`config.mk`:
```
export PLATFORM = sky130hd
export DESIGN_NAME = uart_rx
export DESIGN_NICKNAME = d
export VERILOG_FILES = /design/src/rtl/uart_rx.sv
export SDC_FILE = /design/constraint.sdc
export NUM_CORES = 1
export LEC_CHECK = 0
export ABC_AREA = 1
export CAP_MARGIN = 20
export CELL_PAD_IN_SITES_DETAIL_PLACEMENT = 1
export CELL_PAD_IN_SITES_GLOBAL_PLACEMENT = 1
export CORE_ASPECT_RATIO = 1.4
export CORE_MARGIN = 8
export CORE_UTILIZATION = 50
export CTS_BUF_LIST = sky130_fd_sc_hd__clkbuf_2 sky130_fd_sc_hd__clkbuf_4 sky130_fd_sc_hd__clkbuf_8
export DETAILED_ROUTE_END_ITERATION = 10
export PLACE_DENSITY = 0.95
export SLEW_MARGIN = 20
export SYNTH_ARGS = -nofsm -noshare
export SYNTH_HDL_FRONTEND = slang
export SYNTH_SLANG_ARGS = --single-unit
```
`constraint.sdc`:
```
create_clock -name clk -period 4.05 [get_ports clk]
set_input_delay 1.0125 -clock clk [delete_from_list [all_inputs] [get_ports clk]]
set_output_delay 1.0125 -clock clk [all_outputs]
set_load 0.005 [all_outputs]
```
`src/rtl/uart_rx.sv`:
```
// 8N1 UART receiver: two-flop synchronizer, start-edge detect, mid-bit sampling
// with a baud down-counter, and a sticky ready/framing-error pair cleared by the consumer.
module uart_rx #(
    parameter int BAUD_CYCLES = 2604
) (
    input  logic       clk,
    input  logic       rst_n,
    input  logic       RX,
    input  logic       clr_rdy,
    output logic [7:0] rx_data,
    output logic       rdy,
    output logic       frm_err
);

    typedef enum logic {
        IDLE,
        RECEIVE
    } state_t;

    localparam logic [11:0] HALF_LOAD = 12'(BAUD_CYCLES / 2 - 1);
    localparam logic [11:0] FULL_LOAD = 12'(BAUD_CYCLES - 1);

    state_t      state_q, state_d;
    logic        sync1_q, sync2_q, prev_q;
    logic [11:0] cnt_q, cnt_d;
    logic [3:0]  idx_q, idx_d;
    logic [7:0]  shift_q, shift_d;
    logic [7:0]  data_q, data_d;
    logic        rdy_q, rdy_d;
    logic        frm_err_q, frm_err_d;
    logic        start_edge;

    // NOTE: sequential state uses non-blocking assignments so every flop samples pre-edge values.
    always_ff @(posedge clk or negedge rst_n) begin
        if (!rst_n) begin
            sync1_q <= 1'b1;
            sync2_q <= 1'b1;
            prev_q  <= 1'b1;
        end else begin
            sync1_q <= RX;
            sync2_q <= sync1_q;
            prev_q  <= sync2_q;
        end
    end

    // Only a falling edge seen while idle starts a frame; data-bit edges are ignored.
    assign start_edge = (state_q == IDLE) && prev_q && !sync2_q;

    always_ff @(posedge clk or negedge rst_n) begin
        if (!rst_n) begin
            state_q   <= IDLE;
            cnt_q     <= '0;
            idx_q     <= '0;
            shift_q   <= '0;
            data_q    <= '0;
            rdy_q     <= 1'b0;
            frm_err_q <= 1'b0;
        end else begin
            state_q   <= state_d;
            cnt_q     <= cnt_d;
            idx_q     <= idx_d;
            shift_q   <= shift_d;
            data_q    <= data_d;
            rdy_q     <= rdy_d;
            frm_err_q <= frm_err_d;
        end
    end

    // NOTE: every combinational output gets a hold default first, so no latches are inferred.
    always_comb begin
        state_d   = state_q;
        cnt_d     = cnt_q;
        idx_d     = idx_q;
        shift_d   = shift_q;
        data_d    = data_q;
        rdy_d     = rdy_q;
        frm_err_d = frm_err_q;

        if (clr_rdy) begin
            rdy_d     = 1'b0;
            frm_err_d = 1'b0;
        end

        unique case (state_q)
            IDLE: begin
                if (start_edge) begin
                    cnt_d     = HALF_LOAD;
                    idx_d     = '0;
                    rdy_d     = 1'b0;
                    frm_err_d = 1'b0;
                    state_d   = RECEIVE;
                end
            end
            RECEIVE: begin
                if (cnt_q == '0) begin
                    cnt_d = FULL_LOAD;
                    case (idx_q)
                        4'd0: begin
                            if (sync2_q) state_d = IDLE;
                            else         idx_d   = idx_q + 4'd1;
                        end
                        4'd9: begin
                            // Assigned after the clr_rdy default, so a set beats a same-cycle clear.
                            data_d    = shift_q;
                            rdy_d     = 1'b1;
                            frm_err_d = ~sync2_q;
                            state_d   = IDLE;
                        end
                        default: begin
                            shift_d = {sync2_q, shift_q[7:1]};
                            idx_d   = idx_q + 4'd1;
                        end
                    endcase
                end else begin
                    cnt_d = cnt_q - 12'd1;
                end
            end
            default: state_d = IDLE;
        endcase
    end

    assign rx_data = data_q;
    assign rdy     = rdy_q;
    assign frm_err = frm_err_q;

endmodule

```
==> out/metrics.csv <==
metric,value,unit
vias,1607,
grt_pass1_wl,8.562,mm
path_class,register to output port,
finalHoldViolCount,0,
route.detailed.drc,0,
post-cts-setup-buffers,0,
r2r_end,idx_q[3],
ys_ff_latch,38,
pin_count,14,
syn_to_final_growth,11.71,%
synth_area_leaders,"dfrtp_1 42%, nand2_1 13%, o21ai_2 6.3%",
synth_area_leader_cell,dfrtp_1,
portBuffers,13,
die_x,70.41,microns
synthDistinctLibCells,32,
cp-startpoint,rx_data[0],
cts.path.max_buffers,2,
period_needed,2.187,ns
worst_setup_path_end_kind,output port,
core_area,3953,sq um
synth_nets,250,
cts_tree,yes,
final_util,0.5856,
wl_met1,1.970,mm
final_antenna_net_count,0,
reg2reg_from,state_q,
worst_ep_required_time,3.04,ns
maxCapViolCount,0,
skew,0.009262,ns
synth_simple_gate_area_frac,0.3146,
ff2ff_setup_slack,2.28,ns
syn_inst,241,
top_layer,met4,
status,finished clean,
path_cells,clkdlybuf4s50_1,
hp-class,register to register,
worstPathArrival,1.17,ns
dp.final_hpwl,3.555,mm
crit_fanout,2,
grt_overflow,0,
wl_per_cell,15.79,microns
grt_pass1_vias,1830,
cts_inserted_buffers,5,
power_density,507.5,nW/um^2
cp_num_buf_inv,1,
min_period_over_period,0.5400,
fillers,478,
final_cell_mix,"69 x nand2_1, 35 x dfrtp_1, 26 x inv_1",
clk_latency,0.29,ns
tightestPinTransition,0.8485,ns
synth_mux_area_frac,0,
worstHoldStart,sync1_q,
rsz0062_at_grt,false,
max_stage_delay,0.52,ns
setup_viol,0,
reg2reg_depth,7,
final_nets,267,
num_rows,27,
clock-sinks,38,
slew-limit-headroom,0.4343,
p_leak,0.001141,uW
layout_commonest_cell,nand2_1,
post_dp_cell_area,2225,sq um
cp-start-kind,register,
stdcell_area,2315,sq um
seqCellArea,954.7,sq um
multiInputGateArea,973.4,sq um
path_depth,1,
yosysWarnings,0,
route.met2.wl,2.532,mm
routed_wl,4.768,mm
syn_avg_cell_area,8.597,sq um
track_usage,0.1588,
routabilityCongestion,0.8191,
viasPerCell,5.321,
drive_gt1_frac,0.1969,
postCtsHoldBufs,0,
dr.pass1.iters,4,
clock_tree.root_cell,clkbuf_8,
syn_area,2072,sq um
slew_viol_final,0,
synthXorXnorAreaFrac,0.02114,
antenna_found_initial,0,
fmax,0.4572,GHz
synth_top_cell_area_share,0.4227,
power,1175,uW
cts_resized,0,
drtIter0Drc,83,
endpoint,rx_data[0],
grt_max_degree,39,
clk_pin_slew,0.08,ns
synth_adder_area_share,0.03019,
dr_wl_met3,143,microns
yosysSeqAreaShare,0.4607,
synth_top_family_by_area,simple AND/OR/NAND/NOR gates,
cp_slowest_cell,clkdlybuf4s50_1,
diodes,0,
cp_top_family,buffers and inverters,
synth-compound-area-share,0.1039,
cts_htree_levels,2,
die_area,6489,sq um
irDropWorstVdd,406.3,uV
die_y,92.17,microns
tns,0,ns
initial_utilization,0.5242,
cells in the mapped netlist:
| cell | instances |
|---|---|
| nor2_1 | 22 |
| dfrtp_1 | 35 |
| nor3_1 | 1 |
| xor2_1 | 2 |
| o21bai_1 | 2 |
| buf_6 | 2 |
| nand3_2 | 1 |
| nand3_1 | 12 |
| nand2_2 | 3 |
| nand2_1 | 69 |
| o21ai_0 | 6 |
| clkinv_2 | 1 |
| nand2_4 | 4 |
| nor2_2 | 3 |
| inv_2 | 4 |
| xnor2_1 | 3 |
| o22ai_1 | 1 |
| inv_1 | 26 |
| nor2_8 | 1 |
| clkbuf_1 | 1 |
| nor2_4 | 5 |
| ha_1 | 5 |
| nand4_1 | 5 |
| nand3b_1 | 1 |
| a21oi_1 | 2 |
| dfstp_2 | 3 |
| o21ai_2 | 15 |
| nor3b_4 | 1 |
| or2_1 | 1 |
| nand4_2 | 1 |
| o31ai_1 | 1 |
| o211ai_1 | 2 |
report_power, final:
part           internal (uW)  leakage [uW]  switching (uW)
registers                446      0.000493            92.6
logic                    139      0.000604             235
clock network            121     0.0000441             141
total                    707       0.00114             468
worst min path at each step:
| stage | cells after the start | slack (ns) | end |
|---|---|---|---|
| after CTS | 0 | 0.36 | sync2_q |
| after global placement | 0 | 0.35 | sync2_q |
| after detailed placement | 0 | 0.35 | sync2_q |
| after floorplan | 0 | 0.35 | sync2_q |
| final | 0 | 0.36 | sync2_q |
| after global routing | 0 | 0.36 | sync2_q |
through the flow:
step | setup WS [ns] | hold slack, ns | instances
finish | 1.863 | 0.3588 | 302
global route | 1.822 | 0.3621 | 302
CTS | 1.848 | 0.3592 | 302
detailed placement | 2.176 | 0.3488 | 294
global placement | 2.205 | 0.3461 | 294
floorplan | 2.563 | 0.3452 | 241
final cells by class:
type	count	share of cell area
inverters	31	0.05081
repair buffers	13	0.05405
multi-input cells	169	0.4205
flip-flops and latches	38	0.4124
clock buffers	5	0.02973
well taps	43	0.02324
clock inverters	3	0.009189
state kept, by name, indices dropped and copies added, names as in the netlist:
name / count
sync2_q: 1
frm_err: 1
prev_q: 1
state_q: 1
sync1_q: 1
idx_q: 4
shift_q: 8
cnt_q: 12
rdy: 1
rx_data: 8
metal layers:
layer | vias to the layer above | GRT usage
met4 | 0 | 0.06387
met2 | 22 | 0.2877
met3 | 11 | 0.03452
met1 | 784 | 0.1730
li1 | 790 | -
met5 | - | 0
kinds of logic (layout without fill, tap and decap cells):
family / Yosys count / in the layout
buffers and inverters: 34 / 52
xor gates and xnor gates: 5 / 5
AOI/OAI and AO/OA: 29 / 29
adders and majority gates: 5 / 5
DFF: 38 / 38
and+or+nand+nor: 130 / 130
worst register-to-register path, stage by stage (launching register included):
cell and delay, ns:
dfrtp_1 0.68, inv_2 0.20, nand2_1 0.20, nand2_1 0.07, inv_1 0.14, nand3_1 0.19
nand2_1 0.11, nand2_1 0.06
No activity file was read; power rests on OpenSTA's default activity.
